--- src/rtl/writeback_queue.sv ---
// rtl/writeback_queue.sv - write-back FIFO between result producers and the register file write port
// Optional register lookup (forwarding) is enabled by defining WRITEBACK_QUEUE_LOOKUP_EN.
module writeback_queue #(
    parameter int DEPTH = 4
) (
    input  logic                     Clk,
    input  logic                     Reset,
    input  logic                     InValid,
    output logic                     InReady,
    input  logic [4:0]               InRegister,
    input  logic [31:0]              InData,
    input  logic                     Stall,
    output logic [4:0]               WriteRegister,
    output logic [31:0]              WriteData,
    output logic                     RegWrite,
    output logic [$clog2(DEPTH):0]   Count,
    output logic                     Empty,
`ifdef WRITEBACK_QUEUE_LOOKUP_EN
    output logic                     Full,
    input  logic [4:0]               LookupRegister,
    output logic                     LookupHit,
    output logic [31:0]              LookupData
`else
    output logic                     Full
`endif
);

    localparam int PW = $clog2(DEPTH);
    localparam int CW = PW + 1;

    logic [4:0]    reg_mem  [DEPTH];
    logic [31:0]   data_mem [DEPTH];

    logic [PW-1:0] wr_ptr_q, wr_ptr_d;
    logic [PW-1:0] rd_ptr_q, rd_ptr_d;
    logic [CW-1:0] count_q,  count_d;

    logic accept;
    logic push;
    logic pop;

    assign Empty   = (count_q == '0);
    assign Full    = (count_q == CW'(DEPTH));
    assign Count   = count_q;
    assign InReady = !Full;

    // Writes to r0 complete the handshake but never occupy a slot.
    assign accept = InValid && InReady;
    assign push   = accept && (InRegister != 5'd0);

    assign RegWrite = !Empty && !Stall;
    assign pop      = RegWrite;

    assign WriteRegister = Empty ? 5'd0  : reg_mem[rd_ptr_q];
    assign WriteData     = Empty ? 32'd0 : data_mem[rd_ptr_q];

    always_comb begin
        wr_ptr_d = wr_ptr_q;
        rd_ptr_d = rd_ptr_q;
        count_d  = count_q;
        if (push) begin
            wr_ptr_d = wr_ptr_q + PW'(1);
        end
        if (pop) begin
            rd_ptr_d = rd_ptr_q + PW'(1);
        end
        case ({push, pop})
            2'b10:   count_d = count_q + CW'(1);
            2'b01:   count_d = count_q - CW'(1);
            default: count_d = count_q;
        endcase
    end

    always_ff @(posedge Clk or posedge Reset) begin
        if (Reset) begin
            wr_ptr_q <= '0;
            rd_ptr_q <= '0;
            count_q  <= '0;
        end else begin
            wr_ptr_q <= wr_ptr_d;
            rd_ptr_q <= rd_ptr_d;
            count_q  <= count_d;
        end
    end

    // Storage is deliberately not reset; the pointers alone decide what is live.
    always_ff @(posedge Clk) begin
        if (push) begin
            reg_mem[wr_ptr_q]  <= InRegister;
            data_mem[wr_ptr_q] <= InData;
        end
    end

`ifdef WRITEBACK_QUEUE_LOOKUP_EN
    logic [PW-1:0] lookup_idx;

    // Walk oldest to newest so the last match seen is the newest one.
    always_comb begin
        LookupHit  = 1'b0;
        LookupData = 32'd0;
        lookup_idx = '0;
        for (int i = 0; i < DEPTH; i++) begin
            lookup_idx = rd_ptr_q + PW'(i);
            if ((CW'(i) < count_q) && (LookupRegister != 5'd0) &&
                (reg_mem[lookup_idx] == LookupRegister)) begin
                LookupHit  = 1'b1;
                LookupData = data_mem[lookup_idx];
            end
        end
    end
`endif

endmodule

--- config.mk ---
export PLATFORM = sky130hd
export DESIGN_NAME = writeback_queue
export DESIGN_NICKNAME = d
export VERILOG_FILES = /design/src/rtl/writeback_queue.sv
export SDC_FILE = /design/constraint.sdc
export NUM_CORES = 1
export LEC_CHECK = 0
export ABC_AREA = 1
export BUFFER_PORTS_ARGS = -buffer_cell sky130_fd_sc_hd__buf_2
export CAP_MARGIN = 5
export CORE_MARGIN = 1
export CORE_UTILIZATION = 45
export CTS_CLUSTER_SIZE = 12
export DETAILED_ROUTE_END_ITERATION = 10
export GPL_ROUTABILITY_DRIVEN = 1
export SLEW_MARGIN = 20
export SYNTH_ARGS = -nofsm -noshare
export SYNTH_HDL_FRONTEND = slang
export SYNTH_SLANG_ARGS = --single-unit
--- constraint.sdc ---
create_clock -name Clk -period 3.9 [get_ports Clk]
set_clock_uncertainty 0.2 [all_clocks]
set_input_delay 0.78 -clock Clk [delete_from_list [all_inputs] [get_ports Clk]]
set_output_delay 0.78 -clock Clk [all_outputs]
set_load 0.005 [all_outputs]
==> metrics.yaml, run 1 <==
wire_per_inst_um: 15.2
worstSkewPairLatency_ps: 420
critPathLaunchType: "register"
slowest_stage: "dfrtp_2"
postCtsSetupRepairBufs: 0
hold_path_class: "in2async"
critPathKind: "reg2out"
synth-seq-cells: 155
grt_pass1_wl_um: 19600
final_layout_size_suffix_gt1_share_pct: 20.4
cp_num_buf_inv: 3
initial_core_util_pct: 46.7
cellPowerDensity_mw_per_mm2: 787
die_area_mm2: 0.0144
gp_congestion: 0.768
cts.repair.resized: 0
drt_iter0_drc: 285
yosys.area.top_type: "edfxtp_1"
cts_made_buffers: 17
syn_avg_cell_area_um2: 11.8
clkTransAtPathRegs_ps: 60
area.growth.synth_to_final_pct: 19.3
cts_sinks: 155
synth-seq-area-share_pct: 73.5
cts_buffer_depth: 2
io_pins: 85
num_vias: 3959
dpl.hpwl_um: 7180
syn_nets: 581
grt_max_degree: 76
synth_area_mm2: 0.00628
reg2reg_from: "Count[0]$_DFFE_PP0P_"
synth_warnings: 0
nNetsFinal: 667
setup_ws_ps: 718
cp_max_fo: 30
die-height_um: 120
yosysTopAreaCellShare_pct: 70.7
arrival_ps: 2200
crit_top_cell: "nand2_1"
viasPerCell: 4.89
fp.dieW_um: 120
antenna_found_initial: 1
cts_hold_buf: 0
p_seq_share_pct: 38.5
relSlewSlack_pct: 43.8
ir_drop_v: 0.000379
grt_pass1_vias: 3767
io_buffers: 84
stdcell_area_mm2: 0.00750
maxCapViolCount: 0
hold_viol: 0
finalCritPeriodShare_pct: 81.6
cp_slowest_stage_delay_ps: 410
clockRootBuffer: "clkbuf_16"
layout_commonest_cell: "nand2_1"
fin_util_pct: 55.7
p_sw_w: 0.00200
row_count: 42
status: "completed"
core_area_mm2: 0.0135
wl_um: 12300
mostFrequentLayoutCells: "160 x nand2_1, 148 x edfxtp_1, 84 x buf_2"
critPathTopFamily: "buffers and inverters"
synth.distinct_cells: 20
synthTopCellsByArea: "edfxtp_1 71%, nand2_1 9.6%, nor2_1 4.8%"
r2r_setup_slack_ps: 1460
synthCells: 534
fillers: 1173
total_power_w: 0.00590
p_leak_nw: 2.97
fmaxAchievable_mhz: 314
report.final.slew_viol_count: 0
post_dp_cell_area_mm2: 0.00691
p_int_w: 0.00390
cts_tree: "built"
rsz0062_at_grt: "no"
cp-startpoint: "rd_ptr_q[0]$_DFFE_PP0P_"
p_sw_share_pct: 33.9
track_usage_pct: 18.3
power_frac_comb_pct: 34.3
dpl_worst_slack_ps: 1010
htreeDepth: 4
pwr-share-clk_pct: 27.3
setup_viol: 0
drc_errors: 0
fin_setup_tns_ps: 0
grt_overflow_total: 0
tightest_slew_ps: 842
drtPass1Iterations: 4
period_needed_ps: 3180
ant_nets: 0
worstPathRequired_ps: 2920
cp-end-kind: "primary output"
crit_chain: "inv_2 -> buf_4 -> nand2_1 -> nand2_1 -> nand2_1 -> a21oi_1 -> buf_2"
-- per-stage QoR --
stage	instances	hold WS, ps
CTS	809	85.3
global route	809	111
finish	810	91.8
detailed placement	777	309
floorplan	534	264
global placement	777	304
-- power by group through the flow --
stage | combinational (W) | sequential, W | clock, W
6_report | 0.00202 | 0.00227 | 0.00161
5_1_grt | 0.00230 | 0.00230 | 0.00170
4_1_cts | 0.00206 | 0.00227 | 0.00164
3_5_place_dp | 0.00205 | 0.00231 | 0
3_3_place_gp | 0.00203 | 0.00230 | 0
2_1_floorplan | 0.00130 | 0.00231 | 0
-- layout make-up --
class                      count  area, um2  share of cell area, %
clock buffer                  18        429                   5.72
antenna                        1       2.50                 0.0334
tap                          176        220                   2.94
clock inverter                14        154                   2.05
inverter                      19       71.3                  0.951
multi-input combinational    332       1460                   19.5
timing repair buffer          95        541                   7.21
sequential                   155       4620                   61.6
-- path summary, 6_finish.rpt --
| kind | end | cells past startpoint |
|---|---|---|
| worst max register to register | Count[2]$_DFFE_PP0P_ | 9 |
| worst max-delay path | WriteData[10] | 7 |
| min in group Clk | rd_ptr_q[1]$_DFFE_PP0P_ | 2 |
| worst min register to register | rd_ptr_q[1]$_DFFE_PP0P_ | 2 |
| worst min-delay path | rd_ptr_q[1]$_DFFE_PP0P_ | 2 |
| max in group asynchronous | rd_ptr_q[0]$_DFFE_PP0P_ | 2 |
-- kinds of logic after synthesis --
kind of cell	Yosys count	synth area share, %
AND/OR/NAND/NOR	246	14.9
adder cells (fa/ha/maj)	6	1.31
flip-flops	155	73.5
buffers and inverters	47	3.72
XOR/XNOR	3	0.418
AO/OA/AOI/OAI	77	6.13
-- cell usage after synthesis (all sizes together) --
cell type,instances
o21ai,39
edfxtp,148
nand3b,2
dfrtp,7
ha,5
inv,19
clkbuf,3
fa,1
nand3,3
a21oi,38
nor2,81
xnor2,1
xor2,2
nand2,160
buf,25
-- layer usage --
layer	GRT usage, %	vias to the layer above	wire length, um
li1	-	1982	-
met1	25.0	1857	5550
met2	27.9	110	5890
met3	4.52	10	746
met4	7.89	0	130
met5	0	-	0
-- state kept, by name, summed over array words and instances (netlist names) --
register  flops
data_mem    128
reg_mem      20
Count         3
rd_ptr_q      2
wr_ptr_q      2
-- worst register-to-register path, stage by stage, from the launching register on --
cell,delay (ps)
dfrtp_1,410
nor2_1,190
a21oi_1,140
nand2_1,370
ha_1,260
inv_1,70
fa_1,380
nand2_1,80
nand3b_1,90
xor2_1,150
No activity file was read; power rests on OpenSTA's default activity.
==> inputs of run 2 (changes only) <==
Settings changed: ABC_AREA 1 to 0, PLACE_DENSITY set to 0.65.
Clock period 3.9 ns to 3.2 ns, I/O delays scaled along.
==> run 2 against run 1 <==
Net effect:
- total power rose by 17%
- register-to-register slack got worse by 650 ps
- synthesized cell count fell by 49%
- combinational power barely moved
- routed wire length fell by 16%
- flip-flop and latch count did not move
- final cell count fell by 31%
- worst hold slack improved by 150 ps
- via count fell by 29%
- critical endpoint is now WriteData[7]
==> metrics.yaml, run 2 <==
core_area_mm2: 0.0128
cp_max_fo: 18
viasPerCell: 5.09
ir_drop_v: 0.000725
post_dp_cell_area_mm2: 0.00667
period_needed_ps: 2920
largest_reg_flops: 128
io_buffers: 84
drc_errors: 0
initial_core_util_pct: 47.0
report.final.slew_viol_count: 0
cts_sinks: 155
ant_nets: 0
yosys.area.top_type: "edfxtp_1"
postCtsSetupRepairBufs: 0
hold_viol: 0
antennaDiodeCount: 0
die_area_mm2: 0.0139
fin_setup_tns_ps: 0
synth_warnings: 0
dpl.hpwl_um: 5880
hold_path_class: "in2reg"
worstSkewPairLatency_ps: 410
io_pins: 85
rsz0062_at_grt: "no"
area.growth.synth_to_final_pct: 20.6
die-height_um: 118
drt_iter0_drc: 210
cellPowerDensity_mw_per_mm2: 951
synth.distinct_cells: 22
synthMostInstantiatedCell: "edfxtp_1"
setup_viol: 0
clkTransAtPathRegs_ps: 60
fmaxAchievable_mhz: 343
cts_buffer_depth: 2
syn_avg_cell_area_um2: 22.0
status: "completed"
clockRootBuffer: "clkbuf_16"
critPathLaunchType: "register"
critPathKind: "reg2out"
maxCapViolCount: 0
synthTopCellsByArea: "edfxtp_1 74%, mux4_2 14%, nor2b_1 3.8%"
synth_area_mm2: 0.00603
largest-register: "data_mem"
synth-seq-area-share_pct: 76.6
wl_um: 10300
worstPathRequired_ps: 2360
stdcell_area_mm2: 0.00727
p_leak_nw: 2.59
syn_nets: 321
synthCells: 274
track_usage_pct: 16.5
num_vias: 2824
antenna_found_initial: 1
gp_congestion: 0.677
yosysTopAreaCellShare_pct: 73.7
fp.dieW_um: 118
row_count: 41
total_power_w: 0.00691
finalCritPeriodShare_pct: 91.2
synth_common_cells: "148 x edfxtp_1, 37 x mux4_2, 37 x nor2b_1, 8 x inv_1, 7 x dfrtp_1"
htreeDepth: 4
arrival_ps: 2080
drtPass1Iterations: 4
mostFrequentLayoutCells: "148 x edfxtp_1, 84 x buf_2, 37 x mux4_2, 37 x nor2b_1, 17 x clkbuf_16"
cts_tree: "built"
synth-seq-cells: 155
final_layout_size_suffix_gt1_share_pct: 41.3
wire_per_inst_um: 18.6
cts_made_buffers: 17
grt_max_degree: 40
layout_commonest_cell: "edfxtp_1"
synth_ff_type: "edfxtp_1"
synth-edff-count: 148
async_reset_ff_share_pct: 4.52
cp-end-kind: "primary output"
nNetsFinal: 417
grt_pass1_wl_um: 16600
relSlewSlack_pct: 31.3
grt_pass1_vias: 3051
grt_overflow_total: 0
tightest_slew_ps: 1030
## run 2: changes by cell type in the layout (fill, tap and decap cells not counted), sizes merged, moves of 2 or more
cell / change
buf: -7
nand2: -160
clkinvlp: -4
nand3: -3
o21ai: -39
and2: +4
inv: -11
nor2: -79
nor2b: +37
xor2: +2
a21oi: -38
clkbuf: +3
mux4: +37
nand3b: -2
## run 2: through the flow
step	hold WS, ps	util [%]	std cells	worst slack [ps]
6_report	245	56.7	555	281
3_5_place_dp	334	52.0	522	349
3_3_place_gp	317	52.0	522	381
4_1_cts	227	56.7	555	224
5_1_grt	225	56.7	555	142
2_1_floorplan	243	-	274	555
## run 2: area by class of cell
type                       count  area [um2]
clock buffer                  21         440
clock inverter                11         150
fill                        1020        5550
inverter                       8        30.0
multi-input combinational     99        1320
sequential                   155        4620
tap                          172         215
timing repair buffer          89         498
## run 2: logic make-up (layout without fill, tap and decap cells)
logic type | count (synthesis) | count (layout) | share of synthesized area, %
fa+ha+maj | 6 | 6 | 1.37
compound gates | 1 | 1 | 0.353
flops | 155 | 155 | 76.6
buf+inv | 20 | 129 | 1.68
xor+xnor | 6 | 6 | 0.871
mux | 39 | 39 | 14.2
simple gates | 47 | 47 | 4.92
## run 2: routing by layer
layer | share of wire (%) | track usage (%) | vias up | wire [um]
li1 | - | - | 1283 | -
met1 | 45 | 21.1 | 1453 | 4630
met2 | 49 | 26.0 | 75 | 5070
met3 | 5.0 | 6.10 | 11 | 518
met4 | 1.1 | 5.29 | 2 | 109
met5 | 0.16 | 0 | - | 17
## run 2: path summary, 6_finish.rpt
kind	depth (start not counted)	to	slack, ps	startpoint
max reg2reg	9	Count[2]$_DFFE_PP0P_	810	Count[0]$_DFFE_PP0P_
min in group asynchronous	3	Count[2]$_DFFE_PP0P_	510	Reset
max	4	WriteData[7]	280	rd_ptr_q[0]$_DFFE_PP0P_
min reg2reg	1	Count[2]$_DFFE_PP0P_	340	Count[2]$_DFFE_PP0P_
min	1	data_mem[1][23]$_DFFE_PP_	250	InData[23]
max in group asynchronous	3	rd_ptr_q[0]$_DFFE_PP0P_	2050	Reset
## run 2: critical path: stages (launching register included)
cell     delay (ps)
dfrtp_2         580
buf_12          240
mux4_2          530
nor2b_1         160
buf_2           150
## run 2: timing repair
action                                 in CTS  in global routing
endpoints found under the hold margin       7                  0
hold buffers                                1                  0
resized for setup                           0                  0
## run 2: where the power goes
group	internal, W	total (W)	switching (W)
logic	0.00109	0.00205	0.000965
registers	0.00269	0.00286	0.000166
clock network	0.00129	0.00200	0.000711
total	0.00507	0.00691	0.00184
==> inputs of run 3 (changes only) <==
--- a/config.mk
+++ b/config.mk
@@ -11,3 +11,3 @@
 export CORE_MARGIN = 1
-export CORE_UTILIZATION = 45
+export CORE_UTILIZATION = 30
 export CTS_CLUSTER_SIZE = 12
@@ -15,3 +15,2 @@
 export GPL_ROUTABILITY_DRIVEN = 1
-export PLACE_DENSITY = 0.65
 export SLEW_MARGIN = 20
--- a/constraint.sdc
+++ b/constraint.sdc
@@ -4,2 +4,2 @@
 set_output_delay 0.64 -clock Clk [all_outputs]
-set_load 0.005 [all_outputs]
+set_load 0.01 [all_outputs]
==> run 3 against run 2 <==
Net effect:
- via count grew 0.28%
- die area grew 49%
- critical endpoint is now WriteData[28]
- sequential power shrank 2%
- setup slack gained 68 ps
- global-route usage shrank 4.6 points
- combinational power grew 12%
==> metrics.yaml, run 3 (synthesis gave the netlist of run 2 again) <==
status: "completed"
cellPowerDensity_mw_per_mm2: 967
place_inst: 615
grt_pass1_vias: 3124
worstPathRequired_ps: 2360
dpl.hpwl_um: 6660
post_dp_cell_area_mm2: 0.00678
drt_iter0_drc: 172
area.growth.synth_to_final_pct: 22.6
period_needed_ps: 2850
cts_made_buffers: 17
ff2ff_path_depth: 9
report.final.slew_viol_count: 0
met2WireLength_um: 5640
crit_chain: "buf_4 -> mux4_2 -> nor2b_1 -> buf_2"
dpl_worst_slack_ps: 294
fin_setup_tns_ps: 0
cp-end-kind: "primary output"
tightest_slew_ps: 1030
gp_congestion: 0.683
viasPerCell: 4.37
slowest_stage: "mux4_2"
critPathLaunchType: "register"
wire_per_inst_um: 17.3
cp_num_buf_inv: 2
largest_reg_flops: 128
fp.dieW_um: 144
clockRootBuffer: "clkbuf_16"
grt_max_degree: 40
die_area_mm2: 0.0207
met1_length_um: 4770
instances_no_fill: 648
worstSkewPairLatency_ps: 410
rsz0062_at_grt: "no"
cts_sinks: 155
ir_drop_v: 0.000453
nNetsFinal: 417
htreeDepth: 4
dr_wl_met3_um: 614
setup_viol: 0
die-height_um: 144
whs_ps: 236
stdcell_area_mm2: 0.00740
relSlewSlack_pct: 31.1
cts_tree: "built"
num_vias: 2832
hold_path_class: "in2reg"
maxCapViolCount: 0
highest_layer: "met4"
clkTransAtPathRegs_ps: 60
track_usage_pct: 11.9
io_pins: 85
arrival_ps: 2010
grt_pass1_wl_um: 17100
cts_buffer_depth: 2
final_layout_size_suffix_gt1_share_pct: 42.6
ant_nets: 0
hold_path_depth: 1
initial_core_util_pct: 30.8
drc_errors: 0
antenna_found_initial: 2
cp_slowest_stage_delay_ps: 530
grt_overflow_total: 0
largest-register: "data_mem"
drtPass1Iterations: 4
row_count: 51
antennaDiodeCount: 0
critPathTopFamily: "multiplexers"
cp_max_fo: 14
io_buffers: 84
hold_viol: 0
layout_commonest_cell: "edfxtp_1"
fmaxAchievable_mhz: 351
mostFrequentLayoutCells: "148 x edfxtp_1, 84 x buf_2, 37 x mux4_2, 37 x nor2b_1, 17 x clkbuf_16"
cp.depth: 4
p_leak_nw: 2.59
finalCritPeriodShare_pct: 89.1
fillers: 1812
setup_ws_ps: 350
wl_um: 11200
core_area_mm2: 0.0196
critPathKind: "reg2out"
run 3: layout make-up:
type	instances	area (um2)	area share, %
clock buffers	19	433	5.85
clock inverters	13	175	2.37
inverters	8	30.0	0.406
multi-input cells	99	1320	17.8
flip-flops and latches	155	4620	62.5
well taps	265	332	4.48
repair buffers	89	485	6.56
run 3: per-layer routing:
layer	track usage, %	vias to the layer above
li1	-	1286
met1	13.8	1461
met2	19.8	68
met3	4.33	17
met4	4.76	0
met5	0	-
run 3: path summary, 6_finish.rpt:
path,endpoint,slack [ps],startpoint
max,WriteData[28],350,rd_ptr_q[0]$_DFFE_PP0P_
max reg2reg,Count[2]$_DFFE_PP0P_,730,Count[0]$_DFFE_PP0P_
min,data_mem[0][21]$_DFFE_PP_,240,InData[21]
min reg2reg,rd_ptr_q[1]$_DFFE_PP0P_,300,rd_ptr_q[1]$_DFFE_PP0P_
min in group asynchronous,Count[2]$_DFFE_PP0P_,500,Reset
max in group asynchronous,rd_ptr_q[0]$_DFFE_PP0P_,2050,Reset
run 3: what timing repair did:
| item | in CTS | in global routing |
|---|---|---|
| hold endpoints to repair | 7 | 0 |
| hold buffers | 1 | 0 |
| buffers inserted | 0 | 0 |
| endpoints found under the setup margin | 0 | 0 |
| resized for setup | 0 | 0 |
run 3: power by group:
part           internal, W  switching [W]  total (W)
Sequential         0.00269       0.000115    0.00281
Combinational      0.00109        0.00122    0.00230
Clock              0.00130       0.000747    0.00204
run 3: stage by stage:
stage | power (W) | util [%]
after floorplan | 0.00437 | -
after global placement | 0.00519 | 34.6
final | 0.00715 | 37.8
after detailed placement | 0.00523 | 34.6
after CTS | 0.00728 | 37.8
after global routing | 0.00753 | 37.8
